$ cat config.mk
export PLATFORM = sky130hd
export DESIGN_NAME = seq_6bit_divider
export DESIGN_NICKNAME = d
export VERILOG_FILES = /design/src/rtl/seq_6bit_divider.sv
export SDC_FILE = /design/constraint.sdc
export NUM_CORES = 1
export LEC_CHECK = 0
export ABC_AREA = 0
export CAP_MARGIN = 20
export CORE_MARGIN = 5
export CORE_UTILIZATION = 30
export CTS_BUF_LIST = sky130_fd_sc_hd__clkbuf_2 sky130_fd_sc_hd__clkbuf_4 sky130_fd_sc_hd__clkbuf_8
export DETAILED_ROUTE_END_ITERATION = 8
export GPL_TIMING_DRIVEN = 0
export PLACE_DENSITY = 0.59
export SLEW_MARGIN = 20
export SYNTH_ARGS = -nofsm -noshare
export SYNTH_HDL_FRONTEND = slang
export SYNTH_SLANG_ARGS = --single-unit
$ cat constraint.sdc
create_clock -name clk -period 3.3 [get_ports clk]
set_input_delay 0.495 -clock clk [delete_from_list [all_inputs] [get_ports clk]]
set_output_delay 0.495 -clock clk [all_outputs]
set_load 0.02 [all_outputs]
$ cat src/rtl/seq_6bit_divider.sv
// Multi-cycle unsigned restoring divider: one quotient bit per clock behind a start/done handshake.
// The trial subtract reuses the adder form X + ~Y + 1, where carry-out = 1 means no borrow.
module seq_6bit_divider #(
    parameter int WIDTH = 6
) (
    input  logic             clk,
    input  logic             rst_n,
    input  logic             start,
    input  logic [WIDTH-1:0] dividend,
    input  logic [WIDTH-1:0] divisor,
    output logic             busy,
    output logic             done,
    output logic [WIDTH-1:0] quotient,
    output logic [WIDTH-1:0] remainder,
    output logic             div_by_zero
);

    localparam int               CNT_W     = (WIDTH > 1) ? $clog2(WIDTH) : 1;
    localparam logic [CNT_W-1:0] LAST_ITER = CNT_W'(WIDTH - 1);

    typedef enum logic [1:0] {
        IDLE = 2'd0,
        CALC = 2'd1,
        DONE = 2'd2
    } state_t;

    state_t           state_q, state_d;
    logic [CNT_W-1:0] cnt_q, cnt_d;
    logic [WIDTH-1:0] d_q, d_d;
    logic [WIDTH-1:0] q_q, q_d;
    logic [WIDTH:0]   r_q, r_d;
    logic [WIDTH-1:0] quotient_q, quotient_d;
    logic [WIDTH-1:0] remainder_q, remainder_d;
    logic             dbz_q, dbz_d;

    logic [WIDTH:0]   rs;
    logic [WIDTH:0]   diff;
    logic             carry;

    // Shifted partial remainder and trial subtract; R is one bit wider so the shift never truncates.
    always_comb begin
        rs            = (WIDTH + 1)'({r_q, q_q[WIDTH-1]});
        {carry, diff} = {1'b0, rs} + {1'b0, ~{1'b0, d_q}} + (WIDTH + 2)'(1);
    end

    always_comb begin
        // NOTE: every signal driven here gets a default first, so no path leaves a latch behind.
        state_d     = state_q;
        cnt_d       = cnt_q;
        d_d         = d_q;
        q_d         = q_q;
        r_d         = r_q;
        quotient_d  = quotient_q;
        remainder_d = remainder_q;
        dbz_d       = dbz_q;

        case (state_q)
            IDLE: begin
                if (start) begin
                    if (divisor != '0) begin
                        d_d     = divisor;
                        q_d     = dividend;
                        r_d     = '0;
                        cnt_d   = '0;
                        dbz_d   = 1'b0;
                        state_d = CALC;
                    end else begin
                        quotient_d  = '1;
                        remainder_d = dividend;
                        dbz_d       = 1'b1;
                        state_d     = DONE;
                    end
                end
            end

            CALC: begin
                r_d   = carry ? diff : rs;
                q_d   = {q_q[WIDTH-2:0], carry};
                cnt_d = cnt_q + CNT_W'(1);
                if (cnt_q == LAST_ITER) begin
                    quotient_d  = q_d;
                    remainder_d = r_d[WIDTH-1:0];
                    state_d     = DONE;
                end
            end

            DONE: begin
                state_d = IDLE;
            end

            default: begin
                state_d = IDLE;
            end
        endcase
    end

    always_ff @(posedge clk) begin
        // NOTE: sequential state uses non-blocking assignments so every flop samples pre-edge values.
        if (!rst_n) begin
            // NOTE: datapath registers are reset too, so no output can ever start as X.
            state_q     <= IDLE;
            cnt_q       <= '0;
            d_q         <= '0;
            q_q         <= '0;
            r_q         <= '0;
            quotient_q  <= '0;
            remainder_q <= '0;
            dbz_q       <= 1'b0;
        end else begin
            state_q     <= state_d;
            cnt_q       <= cnt_d;
            d_q         <= d_d;
            q_q         <= q_d;
            r_q         <= r_d;
            quotient_q  <= quotient_d;
            remainder_q <= remainder_d;
            dbz_q       <= dbz_d;
        end
    end

    assign busy        = (state_q != IDLE);
    assign done        = (state_q == DONE);
    assign quotient    = quotient_q;
    assign remainder   = remainder_q;
    assign div_by_zero = dbz_q;

endmodule

# Word-level counts from Yosys, hierarchy flattened
# Cells that the tools add are included.
# op_classes
addsub	3
n_eq_ne	7
muxes	23
n_bitwise	1
reduce_logical	9
# ops
operator	n
6-bit 2-to-1 mux	11
6-bit case mux with 2 select lines	4
7-bit by 7-bit adder with 8-bit output	1
8-bit by 1-bit adder with 8-bit output, second input constant	1
2-bit inequality test, second input constant	4
6-bit inverter with 7-bit output	1
2-bit 2-to-1 mux	3
3-bit 2-to-1 mux	2
3-bit case mux with 2 select lines	1
3-bit AND reduction	2
6-bit nonzero test	1
2-bit case mux with 2 select lines	1
2-bit AND reduction	2
4-bit AND reduction	1
2-bit nonzero test	2
3-bit by 1-bit adder with 3-bit output, second input constant	1
3-bit == test, second input constant	1
2-bit by 1-bit == test with 1-bit output, second input constant	1
2-bit == test, second input constant	1
2-bit logical NOT	1
1-bit 2-to-1 mux	1
# totals
register_bits	36
word_cells	51

# Longest topological paths before layout
# Gate-level depths: netlist (run 1).
# depth
word_depth	6
mapped_depth	9

# Least setup slack after synthesis (run 1)
# Ideal clock, no wire load.
# synth_path
path_type	register to register
startpoint	register q_q[5]
endpoint	register remainder_q[4] (netlist: remainder[4])
arrival_time_ps	1790
t_required_ps	3223
path_slack_ps	1433
stages_incl_launch_ff	10
path_buffers	0
synth_period_minus_slack_ps	1867
cell_sequence	dfxtp_1 > inv_1 > ha_1 > inv_1 > fa_1 > a21o_1 > a21oi_1 > xor2_1 > or3_1 > a41oi_2
# synth_between
elab_chain_cells	5
# synth_lines
element	line_no	rtl
start: declaration	30	logic [WIDTH-1:0] q_q, q_d;
start signal: assignment	113	q_q <= q_d;
7-bit by 7-bit adder with 8-bit output	43	{carry, diff} = {1'b0, rs} + {1'b0, ~{1'b0, d_q}} + (WIDTH + 2)'(1);
8-bit by 1-bit adder with 8-bit output	43	
6-bit 2-to-1 mux	77	r_d = carry ? diff : rs;
6-bit 2-to-1 mux	80	if (cnt_q == LAST_ITER) begin
6-bit case mux with 2 select lines	57	case (state_q)
end signal: assignment	116	remainder_q <= remainder_d;
end: declaration	33	logic [WIDTH-1:0] remainder_q, remainder_d;
# Every way passes these cells. The select of a mux whose other input is x is not followed.
# A chain may end at the register's enable or synchronous reset.

# Final worst setup path (run 1)
# layout_path
startpoint	register state_q[1]
endpoint	output busy
# layout_between
elab_chain_cells	1
# layout_lines
element	line_no	rtl
start: declaration	27	state_t state_q, state_d;
start signal: assignment	110	state_q <= state_d;
2-bit nonzero test	121	assign busy = (state_q != IDLE);
end: declaration	11	output logic busy,
# Every way passes these cells.

==> results of run 1 <==
-- worst paths after layout --
| check | to | start | slack [ns] | depth (start not counted) |
|---|---|---|---|---|
| max | busy | state_q[1]$_SDFFE_PN0P_ | 1.19 | 4 |
| min | div_by_zero$_SDFFE_PN0P_ | div_by_zero$_SDFFE_PN0P_ | 0.47 | 2 |
| max reg2reg | remainder[4]$_SDFFE_PN0P_ | q_q[5]$_SDFFE_PN0P_ | 1.23 | 9 |
| min reg2reg | div_by_zero$_SDFFE_PN0P_ | div_by_zero$_SDFFE_PN0P_ | 0.47 | 2 |
-- cell families after synthesis --
kind of cell             Yosys count  synth area share (%)
AND/OR/NAND/NOR                   75                  18.8
AO/OA/AOI/OAI                     51                  22.6
flip-flops                        36                  39.4
buffers and inverters             21                  5.54
multiplexers                      10                  5.74
adder cells (fa/ha/maj)            9                  6.56
XOR/XNOR                           3                  1.44
-- state kept, by name, indices dropped and copies added (netlist names) --
signal,count
state_q,2
d_q,6
div_by_zero,1
r_q,6
cnt_q,3
remainder,6
quotient,6
q_q,6
-- through the flow --
step                      util [%]  hold WS [ns]
after floorplan                  -         0.446
after global routing          38.7         0.494
after detailed placement      37.2         0.455
after global placement        37.2         0.454
after CTS                     38.7         0.472
final                         38.7         0.466
-- worst max-delay path, delay by kind of cell, from the launching register on --
family,cells,cell delay [ns]
buffers and inverters,3,0.95
flip-flops,1,0.31
AND/OR/NAND/NOR,1,0.07
-- cell type report --
cell class / count / area [µm²]
Buffer: 8 / 52.6
Clock buffer: 5 / 68.8
Clock inverter: 3 / 18.8
Fill cell: 617 / 3630
Inverter: 13 / 48.8
Multi-Input combinational cell: 148 / 1010
Sequential cell: 36 / 721
Tap cell: 75 / 93.8
Timing Repair Buffer: 28 / 280
-- power by group through the flow --
| stage | Combinational (mW) | Clock (mW) | Sequential, mW |
|---|---|---|---|
| after floorplan | 0.209 | 0 | 0.512 |
| after CTS | 0.319 | 0.316 | 0.494 |
| after global routing | 0.349 | 0.340 | 0.499 |
| after global placement | 0.316 | 0 | 0.503 |
| final | 0.317 | 0.317 | 0.494 |
| after detailed placement | 0.317 | 0 | 0.504 |
-- cell usage in the layout (no fill, tap or decap), types with 3 or more instances in the layout --
master and instances:
dfxtp_1 36, nor2_1 29, clkdlybuf4s50_1 28, nand2_1 16
nor3_1 14, inv_1 11, a21oi_1 11, mux2i_1 9
ha_1 8, a311oi_1 7, clkbuf_8 5, nand3_1 4
o2bb2ai_1 4, buf_2 3, nor2b_1 3, o21ai_1 3
o221ai_1 3
-- metal layers --
metal,wire [µm],GRT usage [%],part of all wire [%],vias to the layer above
li1,-,-,-,808
met1,2300,18.2,51,723
met2,1860,17.8,41,44
met3,337,3.86,7.4,5
met4,40,2.88,0.88,0
met5,0,0,0,-
==> out/results.txt, run 1 <==
Leaving out filler cells and counting taps, the final layout contains 316. In this run the number of H-tree levels came out at 2. In the final design database the tool counted 264 nets. In this run the tightest slew margin relative to its limit is 65.6%. The design draws 1.13 mW.

The clock reaches the later pin of the worst-skew pair after 0.29 ns. In this run the count of I/O pins placed on the die edge is 30. For this design the total switching power over the nets is 0.368 mW. The mean instance size in the synthesized netlist is 8.93 µm², and the fraction of power consumed by combinational cells is 28.1%. Counting instances in the post-synthesis netlist gives the leading cell types as dfxtp_1 (36), nor2_1 (29), nand2_1 (16), nor3_1 (14).

IR analysis of the VDD net gives a maximum drop of 0.000212 V. The number of hold violations in the final report was 0; the async set-reset flop share out of synthesis was 0%. Antenna diode count: 0. The slew of the pin with the lowest slew margin came out at 0.512 ns.

The number of vias per cell is 5.00. After clock tree synthesis, the clock-pin slew on the worst setup and hold paths is 0.07 ns. Detailed placement ended at an HPWL of 3.45 mm. TritonCTS built the clock tree.

Clock tree synthesis found a total of 36 sinks. Setup slack on the critical path of the routed design comes to 1.19 ns. The peak clock frequency supported by timing was 475 MHz. Dividing the final minimum period by the clock period gives 63.9%. The length of the first detailed-routing pass in iterations was 4. The post-synthesis cell type with the largest combined area was dfxtp_1. The first global-routing pass estimated 7.59 mm of wire. In the final layout, the share of cells above drive strength 1 is 12.0%.

Prior to clock tree synthesis, the placed netlist has a worst setup slack of 1.07 ns. Initial antenna violation count: 0. The run gives 0 as the max-slew violation total from the final report. The final critical-path required period was 2.11 ns; the fraction of synthesized cell area taken by the top area cell type was 39.4%. For the worst setup path, the data required time is 2.80 ns. Clock tree synthesis selected as its root buffer the cell clkbuf_8.

In this run, the number of DRC markers left after iteration 0 of detailed routing was 87. In this run the remaining antenna-violating nets after routing total 0. The core region area was 5920 µm².

Ranked by total cell area, the synthesized netlist is headed by dfxtp_1 (39%), nor2_1 (5.9%), ha_1 (5.5%). The floorplan step defined a die boundary enclosing 7760 µm². The logs give 0 for the remaining routing DRC violations and 0 for the Yosys warning count. In this run the cell area measured after placement is 2200 µm². Global routing consumed, over all layers together, 12.4% of the routing resources. The worst setup path is captured at a primary output.

For the CTS buffer count, the log shows 5. STA puts the critical path data arrival time at 1.61 ns. Yosys mapped the design onto 47 distinct sky130hd cell types. For this block, the via count after detailed routing is 1,580. On the worst path, the slowest cell contributes a delay of 0.62 ns. The initial utilization of the core area, before any placement, comes to 30.9%.

The post-placement cell count is 308. The critical path goes through buf_2, nor2_2, inv_1, clkdlybuf4s50_1. After clock tree synthesis, the repair step resized 0 gates.

Buffers added to address setup during post-CTS repair amount to 0. In the final routed layout, each cell accounts on average for 14.4 µm. The run finished with clean final reports.

Entering global routing, the biggest net connects 13 pins. In this run the static leakage power is 0.865 nW. The highest fanout seen on the critical path came out at 10.

The total power density per cell area came out at 492 nW/µm². Setup repair after global routing left no endpoint under its margin. The number of buffers on the longest clock path is 2, and the reported max-cap violation count is 0.

STA classifies the critical path startpoint as a flip-flop. Setup violations remaining at the end of the flow were counted as 0. The finished cells cover 2290 µm². The internal power of the cells totals 0.759 mW.

After clock tree synthesis, the flow added hold-fix buffers numbering 0. Relative to the synthesized area, the layout overhead comes to 25.2%. Summed over all layers, the routed wires come to 4.54 mm. Library cell contributing the largest single delay on the critical path: clkdlybuf4s50_1. Synthesis handed over a netlist of 205 instances.

The synthesized netlist net count is 229. Dominant synthesized flop cell: dfxtp_1. From left edge to right edge, the die measures 88.1 µm.

The proportion of power drawn by flip-flops and latches is 43.8%. The run gives 0 ns as the setup total negative slack. The congestion estimate from routability-driven global placement came to 0.789. The floorplan has 28 rows.

The number of buffers inserted by port buffering was 28; the height of the chip was 88.1 µm. In this run the worst hold path is classified as flip-flop to flip-flop. Between clock sinks in the finished design, the worst skew comes to 0.00928 ns.

The mapped netlist covers 1830 µm². After synthesis, flip-flops and latches occupy 39.4% of the total area. The number of global-route vias before repair is 1,562, and the number of storage elements in the synthesis netlist is 36. By startpoint and endpoint, the worst setup path is classified as flip-flop to primary output. The switching power share of the total was 32.7%; the global-route congestion overflow total was 0. By instance count, the leading cell after synthesis is dfxtp_1.

The synthesized design contains 0 enable-type register cells. Per report_power, the clock group accounts for 28.1% of the total.
(Power assumes the default switching activity.)
==> run 2: changes to the inputs <==
PLACE_DENSITY = 0.61   (was 0.59)
clock period = 1.8 ns   (was 3.3 ns; I/O delays follow)
==> out/results.txt, run 2 (synthesis results as in run 1) <==
For the setup total negative slack, the log shows -0.239 ns (-0.239 ns). The tools report the clock network latency to the later pin of the worst-skew pair as 0.29 ns (about the same). The fraction of final layout cells with drive strength greater than 1 is 27.7% (+16 points). Among all stages on the critical path, the largest delay is contributed by or3_1.

The remaining routing DRC violations is 0 (unchanged), and the clock-pin transition on the worst setup and hold timing paths is 0.07 ns (about the same). For the final setup skew, the log shows 0.00612 ns (-0.00316 ns). The number of hold violations in the final report came out at 0 (unchanged). For the length of the first detailed-routing pass in iterations, the log shows 4 (unchanged).

In this run the critical register-to-register path is captured at remainder[4]$_SDFFE_PN0P_. The total power density per cell area works out to 902 nW/µm² (+83%). The logs give 1,642 (+3.9%) for the detailed-route via count and -0.0729 ns (-1.27 ns) for the worst setup slack after layout. Cell depth of the worst flop-to-flop path: 9 (unchanged). The count of antenna-violating nets left after detailed routing is 0 (unchanged). For the CTS buffer count, the log shows 5 (unchanged). The starting utilization of the core area is 30.9% (unchanged). The slew of the pin with the lowest slew margin was 0.502 ns (-0.0107 ns).

For hold timing, the worst endpoint is remainder[3]$_SDFFE_PN0P_. Root cell of the clock tree: clkbuf_8. The placement row count was 28 (unchanged); the final critical-path required period was 1.87 ns.

The tools report the number of global-route vias before repair as 1,644 (+5.2%). The tools report the leakage component of the power as 0.959 nW (+11%). Height of the chip: 88.1 µm (unchanged).

In this design, the critical path's most frequently occurring cell is inv_2. The number of clock sinks came out at 36 (unchanged). The checks that failed: negative setup slack.

The reported max-cap violation count is 0 (unchanged), and the antenna diode count is 0 (unchanged). Global-route congestion overflow total: 0 (unchanged). The tools report the data required time of the worst path as 2.01 ns (-0.79 ns).

The tools report the first-pass GRT wire length as 7.89 mm (+4.0%). Leaving out fill and tap cells, the most frequent cells in the layout are dfxtp_1 (31), nor2_1 (28), clkdlybuf4s50_1 (26). The run gives 591 (-4.2%) as the count of filler cells inserted in the layout. The number of hold-repair buffers added at the cts stage is 0 (unchanged). The tools report the final setup violation count as 5 (+5). The horizontal die dimension was 88.1 µm (unchanged); the wire length per cell after detailed routing was 14.8 µm (+3.0%).

Leaving out fill and tap cells, the most frequent cell in the layout is dfxtp_1. The largest incremental delay on the critical path was 0.34 ns (-0.28 ns); the number of vias per cell was 5.01 (+0.12%). The wire length after detailed routing is 4.86 mm (+6.9%), and the number of buffers inserted by port buffering is 28 (unchanged).

The tools report the total global routing track utilization as 13.2% (+0.74 points). The run gives 0 (unchanged) as the max-slew violation total from the final report. The count of routing violations after the opening detailed-route iteration was 73 (-16%). The flow ran to the end, but the final reports show violations.

For this run, the top clock speed supported by timing is 534 MHz. The tightest min-delay check is of the input pin to flip-flop type. STA classifies the critical path startpoint as a flip-flop. The detailed-placement wirelength estimate was 3.59 mm (+4.1%). The instance count along the most critical hold path was 3 (+1). By startpoint and endpoint, the worst setup path is classified as flip-flop to flip-flop.

The routability congestion estimate from global placement is 0.821 (+4.2%), and the maximum vdd ir drop is 0.000381 V (+80%). TritonCTS built the clock tree. The startpoint of the most critical hold path was rst_n. The core region area is 5920 µm² (unchanged), and the highest fanout seen on the critical path is 2 (-8).

The tools report the worst reg2reg path startpoint as q_q[5]$_SDFFE_PN0P_. The tools report the core occupancy in the finished layout as 43.6% (+4.9 points). STA classifies the critical path endpoint as a flip-flop. For the data arrival at the endpoint of the critical path, the log shows 2.09 ns (+0.48 ns). Setup repair after global routing could not meet its margin everywhere. For the die area, the log shows 7760 µm² (unchanged). The H-tree depth was 2 (unchanged); the area growth from synthesis to final layout was 41.0%. The run gives 30 (unchanged) as the number of primary I/O pins. The number of buffers on the longest clock path was 2 (unchanged).

The count of nets after finishing came out at 276 (+4.5%). The pin count of the biggest net entering global routing came out at 11 (-2). The tools report the setup slack of the worst register-to-register path as -0.07 ns (-1.30 ns).

The tightest slew margin relative to the limit was 66.3% (+0.72 points). The signal on the critical path passes through inv_2, ha_4, inv_2, fa_2, a21o_1, a21oi_2, xor2_1, or3_1, a41oi_2. The share of the clock period used by the worst path is 104%. The tools report the initial antenna violation count as 0 (unchanged).
-- run 2: cell types whose count changed in the layout (fill, tap and decap cells not counted), sizes merged --
cell | before | now
dlygate4sd2 | 0 | 2
clkinv | 4 | 1
clkbuf | 7 | 10
clkdlybuf4s50 | 28 | 26
buf | 6 | 18
-- run 2: how the worst max path moves through the flow --
stage / start / endpoint / slack, ns / cells past startpoint
3_3_place_gp: q_q[5]$_SDFFE_PN0P_ / remainder[4]$_SDFFE_PN0P_ / -0.19 / 9
3_5_place_dp: q_q[5]$_SDFFE_PN0P_ / remainder[4]$_SDFFE_PN0P_ / -0.18 / 9
5_1_grt: q_q[5]$_SDFFE_PN0P_ / remainder[4]$_SDFFE_PN0P_ / -0.16 / 9
2_1_floorplan: d_q[1]$_SDFFE_PN0P_ / remainder[0]$_SDFFE_PN0P_ / -0.03 / 7
6_report: q_q[5]$_SDFFE_PN0P_ / remainder[4]$_SDFFE_PN0P_ / -0.07 / 9
4_1_cts: q_q[5]$_SDFFE_PN0P_ / r_q[4]$_SDFFE_PN0P_ / -0.09 / 9
-- run 2: metrics by stage --
stage / instances / setup slack [ns] / area, µm² / power (mW) / hold slack [ns]
floorplan: 205 / -0.0328 / 1840 / 1.33 / 0.417
global placement: 308 / -0.185 / 2210 / 1.50 / 0.451
detailed placement: 308 / -0.177 / 2210 / 1.51 / 0.453
CTS: 323 / -0.0854 / 2460 / 2.23 / 0.278
global route: 328 / -0.159 / 2580 / 2.45 / 0.290
finish: 328 / -0.0729 / 2580 / 2.33 / 0.286
-- run 2: layout make-up --
type / instances / area (µm²) / share of cell area, %
sequential: 36 / 729 / 28.3
inverter: 13 / 48.8 / 1.89
timing repair buffer: 40 / 384 / 14.9
multi-input combinational: 148 / 1170 / 45.5
clock buffer: 8 / 97.6 / 3.78
tap: 75 / 93.8 / 3.64
buffer: 8 / 52.6 / 2.04
-- run 2: what timing repair did --
action	CTS	global route
buffers inserted	7	5
pin swaps	5	6
setup endpoints to repair	14	17
gates resized for setup	17	16
-- run 2: where the power goes --
part,internal [mW],total [mW],leakage (nW),switching [mW]
logic,0.406,0.794,0.609,0.388
clock network,0.342,0.621,0.0523,0.279
registers,0.862,0.914,0.297,0.0524
total,1.61,2.33,0.959,0.719
-- run 2: metal layers --
| layer | track usage [%] | wire, µm | part of all wire [%] |
|---|---|---|---|
| met2 | 23.9 | 2450 | 50 |
| met4 | 4.12 | 61 | 1.3 |
| met3 | 3.10 | 213 | 4.4 |
| met5 | 0 | 0 | 0 |
| met1 | 15.3 | 2130 | 44 |
-- run 2: critical path: cells and delay by family, from the launching register on --
family / cells / cell delay [ns]
AOI/OAI and AO/OA: 3 / 0.47
xor gates and xnor gates: 1 / 0.08
adders and majority gates: 2 / 0.46
DFF: 1 / 0.33
and+or+nand+nor: 1 / 0.34
buffers and inverters: 2 / 0.10
==> run 3: changes to the inputs <==
ABC_CLOCK_PERIOD_IN_PS = 1800   (was unset)
CORE_ASPECT_RATIO = 0.5   (was unset)
REMOVE_ABC_BUFFERS = 1   (was unset)
==> out/results.txt, run 3 (synthesis results as in run 1) <==
The critical path starts at r_q[0]$_SDFFE_PN0P_. The detailed-placement wirelength estimate is 3.24 mm (-9.7%), and the detailed-route via count is 1,687 (+2.7%). The tools report the initial antenna violation count as 0 (unchanged).

The run finished, with violations left. The number of primary I/O pins was 30 (unchanged). The H-tree depth is 2 (unchanged), and the setup total negative slack is -1.43 ns (-1.19 ns).

The number of global-route vias before repair came out at 1,624 (-1.2%). Placement row count: 20 (-29%). The routability congestion estimate from global placement is 0.742 (-9.7%). The horizontal die dimension is 120 µm (+37%). The wire length per cell after detailed routing was 15.4 µm (+4.2%). For the clock network latency to the later pin of the worst-skew pair, the log shows 0.29 ns (about the same). The final setup violation count is 13 (+8), and the instance count along the most critical hold path is 2 (-1). The tightest slew margin relative to the limit came out at 59.2% (-7.1 points). The total global routing track utilization is 12.5% (-0.69 points). The post-detailed-placement cell area came out at 2160 µm² (-2.3%). By startpoint and endpoint, the worst setup path is classified as flip-flop to flip-flop. The count of routing violations after the opening detailed-route iteration was 122 (+67%); the number of clock sinks was 36 (unchanged). Fraction of final layout cells with drive strength greater than 1: 28.6% (+0.96 points). The root cell of the clock tree was clkbuf_8.

The tools report the peak clock frequency supported by timing as 508 MHz (-4.9%). The height of the chip came out at 65.2 µm (-26%). The number of buffers inserted by port buffering is 29 (+3.6%), and the data required time of the worst path is 2.01 ns (about the same).

TritonCTS built the clock tree. The run gives -0.17 ns (-0.10 ns) as the setup slack of the worst register-to-register path. The antenna diode count came out at 0 (unchanged). In the layout the commonest cells are nor2_1 (28), dfxtp_1 (28), clkdlybuf4s50_1 (28). The final critical-path required period was 1.97 ns (+0.0973 ns).

The cell depth of the worst flop-to-flop path works out to 7 (-2). Setup repair after global routing could not meet its margin everywhere. The tools report the post-layout instance area as 2620 µm² (+1.5%). The logs give -0.170 ns (-0.0973 ns) for the worst setup slack after layout and 27 (+16) for the pin count of the biggest net entering global routing. The worst register-to-register path ends at r_q[0]$_SDFFE_PN0P_. The tools report the die area as 7860 µm² (+1.2%).

The checks that failed: negative setup slack. The total power density per cell area was 918 nW/µm² (+1.7%). The maximum vdd ir drop is 0.000318 V (-17%), and the number of hold violations in the final report is 0 (unchanged). The logs give 5 (unchanged) for the CTS buffer count and 0.00663 ns (+0.000507 ns) for the final setup skew. The tools report the max-slew violation total from the final report as 0 (unchanged). The tools report the count of antenna-violating nets left after detailed routing as 0 (unchanged). The share of the clock period used by the worst path is 109% (+5.4 points). Compared with the post-synthesis result, the final layout area differs by 43.1%. The first-pass GRT wire length is 7.83 mm (-0.79%). The tools report the core region area as 6010 µm² (+1.4%). The slew of the pin with the lowest slew margin came out at 0.612 ns (+0.110 ns). Startpoint of the most critical hold path: div_by_zero$_SDFFE_PN0P_. For the count of nets after finishing, the log shows 272 (-1.4%). The worst setup path is captured at a flip-flop. The worst setup path is launched from a flip-flop. The data arrival at the endpoint of the critical path was 2.18 ns (+0.09 ns); the highest fanout seen on the critical path was 5 (+3). The worst reg2reg path startpoint was r_q[0]$_SDFFE_PN0P_. The leakage component of the power was 0.968 nW (+0.98%); the remaining routing DRC violations was 0 (unchanged). The tightest min-delay check is of the flip-flop to flip-flop type.

The worst hold path terminates at div_by_zero$_SDFFE_PN0P_. The reported max-cap violation count is 0 (unchanged), and the wire length after detailed routing is 5.01 mm (+3.3%). The tools report the length of the first detailed-routing pass in iterations as 4 (unchanged).

The clock-pin transition on the worst setup and hold timing paths works out to 0.07 ns (about the same). The number of buffers on the longest clock path was 2 (unchanged); the number of vias per cell was 5.19 (+3.7%). The run gives 30.5% (-0.44 points) as the starting utilization of the core area.

The tools report the global-route congestion overflow total as 0 (unchanged).
[run 3: area by class of cell]
cell class                      count  area [µm²]
Fill cell                         565        3390
Multi-Input combinational cell    148        1190
Sequential cell                    36         736
Timing Repair Buffer               44         458
Tap cell                           77        96.3
Clock buffer                        6        76.3
Inverter                           13        53.8
Clock inverter                      1        5.00
[run 3: how the worst max path moves through the flow]
stage / end / slack, ns / depth (start not counted)
floorplan: remainder[4]$_SDFFE_PN0P_ / -0.07 / 9
global placement: r_q[1]$_SDFFE_PN0P_ / -0.52 / 4
detailed placement: r_q[0]$_SDFFE_PN0P_ / -0.55 / 4
CTS: remainder[4]$_SDFFE_PN0P_ / -0.20 / 9
global route: r_q[4]$_SDFFE_PN0P_ / -0.23 / 9
finish: r_q[0]$_SDFFE_PN0P_ / -0.17 / 7
[run 3: through the flow]
step / util, % / hold WS (ns) / cells / setup WS, ns / power [mW]
global placement: 36.0 / 0.451 / 303 / -0.519 / 1.48
global route: 43.6 / 0.492 / 325 / -0.235 / 2.52
floorplan: - / 0.391 / 197 / -0.0669 / 1.30
detailed placement: 36.0 / 0.450 / 303 / -0.552 / 1.49
CTS: 41.2 / 0.460 / 319 / -0.201 / 2.26
finish: 43.6 / 0.461 / 325 / -0.170 / 2.40
[run 3: worst max-delay path: stages, from the launching register on]
cell       delay (ns)
dfxtp_4          0.37
ha_4             0.23
nor2b_4          0.12
o31a_4           0.34
a21oi_4          0.21
buf_12           0.16
mux2_4           0.32
o2bb2ai_2        0.13
[run 3: routing by layer]
| metal | vias to the layer above | share of wire, % | global-route usage (%) |
|---|---|---|---|
| met1 | 812 | 43 | 14.4 |
| met3 | 15 | 4.4 | 2.84 |
| met5 | - | 0 | 0 |
| met2 | 37 | 50 | 21.5 |
| li1 | 823 | - | - |
| met4 | 0 | 2.6 | 7.49 |
[run 3: repair_timing]
action	CTS	global route
pin swaps	7	18
gates resized for setup	28	21
gates cloned	1	0
setup buffers	8	7
hold buffers	0	0
endpoints found under the setup margin	29	20
[run 3: where the power goes]
| group | internal [mW] | leakage, nW | total [mW] | switching, mW |
|---|---|---|---|---|
| registers | 0.862 | 0.299 | 0.917 | 0.0550 |
| clock network | 0.278 | 0.0445 | 0.558 | 0.280 |
| logic | 0.502 | 0.625 | 0.930 | 0.428 |
